<file path="config.mk">
export PLATFORM = sky130hd
export DESIGN_NAME = hart_mailbox
export DESIGN_NICKNAME = d
export VERILOG_FILES = /design/src/rtl/hart_mailbox.sv
export SDC_FILE = /design/constraint.sdc
export NUM_CORES = 1
export LEC_CHECK = 0
export CAP_MARGIN = 20
export CORE_UTILIZATION = 55
export CTS_CLUSTER_DIAMETER = 50
export DETAILED_ROUTE_END_ITERATION = 8
export PLACE_DENSITY_LB_ADDON = 0.2
export SETUP_SLACK_MARGIN = 0.1
export SLEW_MARGIN = 25
export SYNTH_ARGS = -nofsm -noshare
export SYNTH_HDL_FRONTEND = slang
export SYNTH_SLANG_ARGS = --single-unit
</file>
<file path="constraint.sdc">
create_clock -name clk -period 6.4 [get_ports clk]
set_input_delay 1.6 -clock clk [delete_from_list [all_inputs] [get_ports clk]]
set_output_delay 1.6 -clock clk [all_outputs]
set_load 0.02 [all_outputs]
</file>
<file path="src/rtl/hart_mailbox.sv">
// Inter-hart mailbox unit: one FIFO per hardware thread, written by SEND stores
// and drained by the owning hart's RECV loads; blocked accesses stall the requester.
module hart_mailbox #(
    parameter int N_HARTS = 4,
    parameter int DW      = 32,
    parameter int DEPTH   = 4,
    parameter int ADDR_W  = 8,
    localparam int HW     = (N_HARTS > 1) ? $clog2(N_HARTS) : 1
) (
    input  logic                clk,
    input  logic                nReset,
    input  logic                wr_en,
    input  logic                rd_en,
    input  logic [ADDR_W-1:0]   addr,
    input  logic [DW-1:0]       wdata,
    input  logic [HW-1:0]       src_hart,
    input  logic                flush,
    output logic                stall,
    output logic [DW-1:0]       rdata,
    output logic                rvalid,
    output logic [N_HARTS-1:0]  full,
    output logic [N_HARTS-1:0]  empty,
    output logic [N_HARTS-1:0]  led
);

    localparam int PW = $clog2(DEPTH);
    localparam int CW = $clog2(DEPTH + 1);

    localparam logic [ADDR_W-1:0] RECV_ADDR = ADDR_W'(N_HARTS);
    localparam logic [ADDR_W-1:0] STAT_ADDR = ADDR_W'(N_HARTS + 1);
    localparam logic [ADDR_W-1:0] CLR_ADDR  = ADDR_W'(N_HARTS + 2);

    logic [DW-1:0] mem    [N_HARTS][DEPTH];
    logic [PW-1:0] wr_ptr [N_HARTS];
    logic [PW-1:0] rd_ptr [N_HARTS];
    logic [CW-1:0] count  [N_HARTS];

    logic          is_read;
    logic          is_send;
    logic          is_recv;
    logic          is_stat;
    logic          is_other_rd;
    logic          is_clr;
    logic          src_ok;
    logic          accept;
    logic [HW-1:0] target;
    logic [HW-1:0] clr_idx;
    logic [DW-1:0] status_word;

    always_comb begin
        for (int k = 0; k < N_HARTS; k++) begin
            full[k]  = (count[k] == CW'(DEPTH));
            empty[k] = (count[k] == '0);
        end
    end

    // A simultaneous read and write is a write; the read half is dropped.
    always_comb begin
        target      = addr[HW-1:0];
        src_ok      = (32'(src_hart) < N_HARTS);
        is_read     = rd_en && !wr_en;
        is_send     = wr_en && (addr < RECV_ADDR);
        is_clr      = wr_en && (addr == CLR_ADDR);
        is_recv     = is_read && (addr == RECV_ADDR) && src_ok;
        is_stat     = is_read && (addr == STAT_ADDR);
        is_other_rd = is_read && !is_recv && !is_stat;
        clr_idx     = HW'(32'(wdata[HW-1:0]) % N_HARTS);
        status_word = DW'({empty, full});
    end

    always_comb begin
        stall = 1'b0;
        if (!flush) begin
            if (is_send && full[target])
                stall = 1'b1;
            if (is_recv && empty[src_hart])
                stall = 1'b1;
        end
        accept = !flush && !stall;
    end

    // Storage carries no reset: only pointers and counts define valid entries.
    always_ff @(posedge clk) begin
        if (accept && is_send)
            mem[target][wr_ptr[target]] <= wdata;
    end

    always_ff @(posedge clk or negedge nReset) begin
        if (!nReset) begin
            for (int k = 0; k < N_HARTS; k++) begin
                wr_ptr[k] <= '0;
                rd_ptr[k] <= '0;
                count[k]  <= '0;
            end
            rdata  <= '0;
            rvalid <= 1'b0;
            led    <= '0;
        end else begin
            rvalid <= 1'b0;
            led    <= '0;
            if (accept) begin
                if (is_send) begin
                    wr_ptr[target] <= wr_ptr[target] + PW'(1);
                    count[target]  <= count[target] + CW'(1);
                    led[target]    <= 1'b1;
                end
                if (is_recv) begin
                    rdata            <= mem[src_hart][rd_ptr[src_hart]];
                    rd_ptr[src_hart] <= rd_ptr[src_hart] + PW'(1);
                    count[src_hart]  <= count[src_hart] - CW'(1);
                    rvalid           <= 1'b1;
                end
                if (is_stat) begin
                    rdata  <= status_word;
                    rvalid <= 1'b1;
                end
                if (is_other_rd) begin
                    rdata  <= '0;
                    rvalid <= 1'b1;
                end
                if (is_clr) begin
                    wr_ptr[clr_idx] <= '0;
                    rd_ptr[clr_idx] <= '0;
                    count[clr_idx]  <= '0;
                end
            end
        end
    end

endmodule

</file>
==> After elaboration in Yosys (flattened, before gate mapping) <==
Memories as Yosys holds them, arrays and structs flattened.
Index checks and enable logic that the tools add are counted.
{ "classes": {"eq_ne": 7, "n_addsub": 4, "n_mux": 64, "bitwise": 10, "n_reduce_logical": 27, "magnitude_cmp": 13} }
{ "ops": {"columns": ["cell", "n"], "rows": [
  ["2-to-1 mux 32 bit", 6],
  ["2-to-1 mux 128 bit", 1],
  ["binary-select mux 32 bit (select 2 bit)", 1],
  ["demux 32 bit (select 2 bit)", 1],
  ["2-to-1 mux 12 bit", 5],
  ["2-to-1 mux 8 bit", 6],
  ["bitwise mux 12 bit", 2],
  ["equality test 8 x 3 -> 1 bit (second input constant)", 3],
  ["2-to-1 mux 3 bit", 7],
  ["demux 3 bit (select 2 bit)", 3],
  ["AND 8 bit", 2],
  ["bitwise mux 8 bit", 2],
  ["logical AND 1 bit", 16],
  ["greater-or-equal comparator 3 bit (second input constant)", 5],
  ["inverter 2 -> 3 bit", 5],
  ["2-to-1 mux 2 bit", 7],
  ["AND 12 bit", 1],
  ["binary-select mux 3 bit (select 2 bit)", 2],
  ["demux 2 bit (select 2 bit)", 3],
  ["equality test 3 bit (second input constant)", 4],
  ["zero test 3 bit", 4],
  ["less-than comparator 3 x 1 -> 1 bit (second input constant)", 4],
  ["inverter 12 bit", 1],
  ["2-to-1 mux 1 bit", 11],
  ["other kinds (14)", 23]
]} }
{ "word_totals": {"mem_count": 1, "ram_bits": 512, "reg_bits": 65} }
{ "mem_list": {"columns": ["name", "depth", "word_bits", "read_ports", "rd_ports_with_merged_regs", "wr", "line_no", "source"], "rows": [
  ["mem", 4, 128, 1, 0, 1, "33", "logic [DW-1:0] mem [N_HARTS][DEPTH];"]
]} }

==> Logic depth before layout (Yosys ltp) <==
Gate-level depths: netlist of the first run.
{ "logic_depth": {"word_depth": 15, "mapped_depth": 9} }

==> Worst setup path before layout of the first run <==
No wires, ideal clock.
{ "synth_timing": {"path_kind": "input to output", "startpoint": "input addr[7]", "endpoint": "output stall", "stages": 5, "slack_ps": 1648, "n_path_buf": 1, "arrival_time_ps": 3152, "cell_sequence": "or3_1 -> buf_2 -> nor4_4 -> nand3_2 -> a21oi_1"} }
{ "synth_between": {"elab_chain_len": 6, "elab_cells_between_ends": 9, "classes_between": "1 x order compare; 1 x eq/ne; 3 x mux; 4 x reduce/logical"} }
{ "synth_rtl": {"columns": ["item", "line_no", "source"], "rows": [
  ["start, declared", "14", "input logic [ADDR_W-1:0] addr,"],
  ["less-than comparator 8 x 3 -> 1 bit", "62", "is_send = wr_en && (addr < RECV_ADDR);"],
  ["logical AND 1 bit", "62", null],
  ["logical AND 1 bit", "74", "if (is_send && full[target])"],
  ["2-to-1 mux 1 bit", "74", null],
  ["2-to-1 mux 1 bit *", "76", "if (is_recv && empty[src_hart])"],
  ["2-to-1 mux 1 bit *", "73", "if (!flush) begin"],
  ["end, declared", "18", "output logic stall,"]
]} }
Every way passes the cells marked *; elsewhere a longest branch is shown, timed or not.

==> Worst setup path in the final report of the first run <==
{ "layout_timing": {"startpoint": "input addr[2]", "endpoint": "output stall"} }
The elaborated chain is that of the path after synthesis.

==> qor.csv, run 1 <==
metric,value,unit
start_kind,input pin,
clock_path_buffers,3,
rsz0062_at_grt,no,
vias,11800,
crit_slowest_cell,clkdlybuf4s50_1,
status,finished with violations,
vdd_drop_max,236,uV
fmax,0.170,GHz
core_area,41100,sq um
postCtsSetupBuffers,0,
dp_hpwl,28300,um
drt_first_pass_iters,8,
grt_pass1_wl,76000,um
syn-cell-area,23100,sq um
dp.cells,1758,
crit_type,in2out,
worst-path-buf-inv,2,
drive_gt1_share,23.3,%
p_per_area,292,nW/um^2
start_util,56.2,%
cts-root-buf,clkbuf_16,
cp_max_fo,12,
synth_top_cell_area_share,66.5,%
die_h,207,um
cp_top_family,simple AND/OR/NAND/NOR gates,
route.detailed.wl_per_inst,26.5,um
hold_path.class,reg2reg,
setup_viol_count_final,0,
finalNetCount,1341,
clk-insertion-delay-late,0.61,ns
synth_top_area_cell,edfxtp_1,
antenna_found_initial,0,
yosysWarnings,0,
cts_resized,0,
violations,DRC,
whs,0.481,ns
path_cells,"clkdlybuf4s50_1, or3b_1, nor4_4, nand3_2, a21oi_1, clkdlybuf4s50_1",
arrival,4.29,ns
hold_violations,0,
cts.sinks,577,
cap_violations,0,
slew_headroom,32.3,%
syn2layout_area_growth,15.0,%
yosysMostFrequentCell,edfxtp_1,
ys_ff_latch,577,
finalClockSkew,0.0158,ns
clkTransAtPathRegs,0.06,ns
grt_pass1_vias,12200,
syn_area_per_cell,19.7,sq um
drc_errors,9,
final_cell_count_no_fill,1869,
fin_util,64.7,%
ys_seq_area_share,73.6,%
endpoint_kind,output port,
leakage,8.71,nW
die_w,207,um
path_common_cell,clkdlybuf4s50_1,
synth-main-ff-cell,edfxtp_1,
synth_edf_count,512,
numCtsBuffers,59,
wl,49500,um
io_pins,93,
syn_nets,1229,
grt_overflow,0,
grt_usage,24.0,%
antenna-diode-count,0,
first_iter_violations,1028,
core.rowCount,74,
ys_top_cells_by_area,"edfxtp_1, mux4_2, dfrtp_1, mux2i_1, mux2_2",
cts_hold_buf,0,
grt_max_degree,66,
cts_tree,yes,
min_period,5.89,ns
maxSlewViolCount,0,
max_stage_delay,0.62,ns
place_congestion,0.893,
worst_pin_slew,1.02,ns
h-tree-depth,2,
synthArstFlopShare,11.3,%
finalSetupTns,0,ns
fin_crit_sh,92.1,%
avgViaCountPerCell,6.31,
ant_nets,0,
io_buffers,92,
ys_types,61,
syn_inst,1176,
synth_common_cells,"edfxtp_1, mux4_2, dfrtp_1",
cp.required,4.80,ns
die_area,42900,sq um
cells by family (layout without fill, tap and decap cells):
group           Yosys count  in the layout  synth area share (%)
compound gates          119            119                  3.24
fa+ha+maj                 6              6                 0.325
flops                   577            577                  73.6
simple gates            174            174                  3.96
buf+inv                  81            242                  1.70
xor+xnor                  3              3                 0.114
mux                     216            216                  17.1
layout make-up:
type,instances,area (sq um)
flip-flops and latches,577,17000
repair buffers,118,1240
clock inverters,29,275
inverters,14,52.6
multi-input cells,518,5740
well taps,532,666
clock buffers,81,1600
fillers,2814,14500
tightest hold or removal path, cell delays in order, from the launching register on:
cell	delay, ns
dfrtp_1	0.34
nand2_1	0.04
o21ai_0	0.06
per-layer routing:
metal  GRT usage [%]  share of wire [%]  up-vias
met2            37.0                 47      465
met3            4.47                7.1      106
met1            34.4                 43     6171
met4            9.29                3.0        0
met5               0                  0        -
li1                -                  -     5053
per-stage QoR:
step           total power [mW]  worst slack (ns)  cell area [sq um]
3_3_place_gp               4.52             0.624              24700
2_1_floorplan              4.38              1.65              23100
5_1_grt                    7.98             0.325              26600
4_1_cts                    7.81             0.542              26500
6_report                   7.76             0.508              26600
3_5_place_dp               4.52             0.555              24700
state kept, by name (all words and copies together) (netlist names):
| name | flops |
|---|---|
| mem | 512 |
| wr_ptr | 8 |
| rvalid | 1 |
| led | 4 |
| rd_ptr | 8 |
| count | 12 |
| rdata | 32 |
cells in the final DEF (no fill, tap or decap), types with 31 or more instances in the layout:
cell,count
a21oi_1,33
clkbuf_16,59
clkdlybuf4s50_1,89
dfrtp_1,65
edfxtp_1,512
mux2_2,31
mux2i_1,45
mux4_2,139
nand2_1,45
nor2_1,46
o21ai_0,38
final timing paths:
check | start | endpoint | depth (start not counted) | slack [ns]
min | rdata[24] | rdata[24] | 2 | 0.48
min reg2reg | rdata[24] | rdata[24] | 2 | 0.48
min in group asynchronous | nReset | rdata[4] | 1 | 1.02
max in group asynchronous | nReset | count[9] | 1 | 4.84
max reg2reg | count[3] | mem[2][13] | 7 | 2.94
max | addr[2] | stall | 6 | 0.51
where the power goes:
part	total (mW)	switching [mW]	internal (mW)	leakage (nW)
Clock	3.31	1.40	1.92	0.913
Combinational	0.329	0.186	0.143	2.29
Sequential	4.11	0.00750	4.11	5.51
Note: power is estimated with default switching activity, not from simulation.
==> run 2: changes to the inputs <==
SETUP_SLACK_MARGIN = 0.2   (was 0.1)
==> results of run 2 <==
No change in the layout: final DEF, timing and power equal those of run 1.
==> run 3: changes to the inputs <==
CORE_UTILIZATION = 45   (was 55)
PLACE_DENSITY = 0.6   (was default)
PLACE_DENSITY_LB_ADDON = default   (was 0.2)
==> run 3 against run 2 <==
Against the previous run: the run now ends clean; die area up 22%; combinational power about the same; non-clock buffer count up 10; sequential power about the same; first-iteration DRC count up 16%; core utilization down 11 points; critical path depth unchanged; global-route usage down 3.4 points; via count down 0.94%; total power up 3.1%; design area up 1.4%; register-to-register slack worse by 0.06 ns; critical endpoint unchanged; largest power group unchanged.
==> qor.csv, run 3 (synthesis results as in run 1) <==
metric,value,unit,change
status,completed,,was finished with violations
path_common_cell,clkdlybuf4s50_1,,unchanged
die_area,52300,sq um,was 42900 sq um
fin_crit_sh,90.2,%,was 92.1%
largest_register_ffs,512,,unchanged
layout_common_cells,"edfxtp_1, mux4_2, clkdlybuf4s50_1",,unchanged
min_period,5.77,ns,was 5.89 ns
io_pins,93,,unchanged
fmax,0.173,GHz,was 0.170 GHz
grt_pass1_vias,12300,,was 12200
worst_pin_slew,0.932,ns,was 1.02 ns
path_cells,"clkdlybuf4s50_1, or3_1, nor4_4, nand3_2, a21oi_1, clkdlybuf4s50_1",,"was clkdlybuf4s50_1, or3b_1, nor4_4, nand3_2, a21oi_1, clkdlybuf4s50_1"
p_per_area,297,nW/um^2,was 292 nW/um^2
start_util,45.9,%,was 56.2%
grt_overflow,0,,unchanged
dp.cells,1909,,was 1758
total_power,8.00,mW,was 7.76 mW
die_h,229,um,was 207 um
numCtsBuffers,60,,was 59
dp_hpwl,29900,um,was 28300 um
hold_path.class,reg2reg,,unchanged
maxSlewViolCount,0,,unchanged
cts_resized,0,,unchanged
die_w,229,um,was 207 um
wl,52800,um,was 49500 um
postCtsSetupBuffers,0,,unchanged
vias,11700,,was 11800
io_buffers,92,,unchanged
place_congestion,0.853,,was 0.893
cp_top_family,simple AND/OR/NAND/NOR gates,,unchanged
start_kind,input pin,,unchanged
h-tree-depth,2,,unchanged
drc_errors,0,,was 9
ant_nets,0,,unchanged
crit_type,in2out,,unchanged
cp_max_fo,14,,was 12
max_stage_delay,0.64,ns,was 0.62 ns
syn2layout_area_growth,16.6,%,was 15.0%
slew_headroom,37.9,%,was 32.3%
drive_gt1_share,25.1,%,was 23.3%
clkTransAtPathRegs,0.06,ns,about the same
core_area,50400,sq um,was 41100 sq um
crit_slowest_cell,or3_1,,was clkdlybuf4s50_1
cts-root-buf,clkbuf_16,,unchanged
drt_first_pass_iters,7,,was 8
cp.required,4.80,ns,about the same
setup_viol_count_final,0,,unchanged
arrival,4.17,ns,was 4.29 ns
final_cell_count_no_fill,2023,,was 1869
antenna_found_initial,1,,was 0
finalClockSkew,0.0223,ns,was 0.0158 ns
route.detailed.wl_per_inst,26.1,um,was 26.5 um
cts.sinks,577,,unchanged
leakage,8.83,nW,was 8.71 nW
finalNetCount,1352,,was 1341
grt_pass1_wl,79400,um,was 76000 um
first_iter_violations,1190,,was 1028
cap_violations,0,,unchanged
endpoint_kind,output port,,unchanged
final_common_cell,edfxtp_1,,unchanged
clk-insertion-delay-late,0.61,ns,about the same
clock_path_buffers,3,,unchanged
worst-path-buf-inv,2,,unchanged
vdd_drop_max,275,uV,was 236 uV
core.rowCount,82,,was 74
finalSetupTns,0,ns,unchanged
hold_violations,0,,unchanged
grt_usage,20.6,%,was 24.0%
cts_hold_buf,0,,unchanged
avgViaCountPerCell,5.78,,was 6.31
rsz0062_at_grt,no,,unchanged
grt_max_degree,60,,was 66
cts_tree,yes,,unchanged
## run 3: power by group
part,total (mW),internal (mW),switching [mW]
Clock,3.56,2.10,1.45
Sequential,4.11,4.11,0.00808
Combinational,0.329,0.143,0.187
Total,8.00,6.35,1.65
## run 3: final timing paths
check,cells past startpoint,slack [ns],endpoint,start
setup / recovery,6,0.63,stall,addr[7]
hold / removal,2,0.48,rdata[18],rdata[18]
setup reg to reg,8,2.88,mem[0][74],count[0]
hold reg to reg,2,0.48,rdata[18],rdata[18]
max in group asynchronous,2,4.44,rdata[12],nReset
min in group asynchronous,1,0.82,rdata[30],nReset
## run 3: per-layer routing
metal	wire length (um)	track usage, %	vias up	part of all wire, %
li1	-	-	5068	-
met1	23700	29.3	6203	45
met2	25500	33.1	340	48
met3	2680	3.43	71	5.1
met4	900	5.60	2	1.7
met5	11	0	-	0.021
## run 3: layout make-up
cell class / instances / area [sq um]
Inverter: 14 / 52.6
Tap cell: 672 / 841
Clock buffer: 74 / 1600
Antenna cell: 1 / 2.50
Clock inverter: 39 / 435
Multi-Input combinational cell: 518 / 5750
Timing Repair Buffer: 128 / 1270
Sequential cell: 577 / 17000
Fill cell: 3932 / 23400
## run 3: worst register-to-register path, delay by kind of cell, from the launching register on
family,cells,cell delay [ns]
and+or+nand+nor,4,1.16
buffers and inverters,2,0.57
muxes,1,0.50
DFF,1,0.47
AOI/OAI and AO/OA,1,0.45
## run 3: per-stage QoR
stage / instance area [sq um] / hold WS (ns) / setup WS (ns) / util [%]
4_1_cts: 26900 / 0.484 / 0.608 / 53.5
2_1_floorplan: 23100 / 0.453 / 1.65 / -
6_report: 27000 / 0.482 / 0.627 / 53.5
3_5_place_dp: 24900 / 0.470 / 0.613 / 49.5
3_3_place_gp: 24900 / 0.466 / 0.640 / 49.5
5_1_grt: 27000 / 0.509 / 0.510 / 53.5
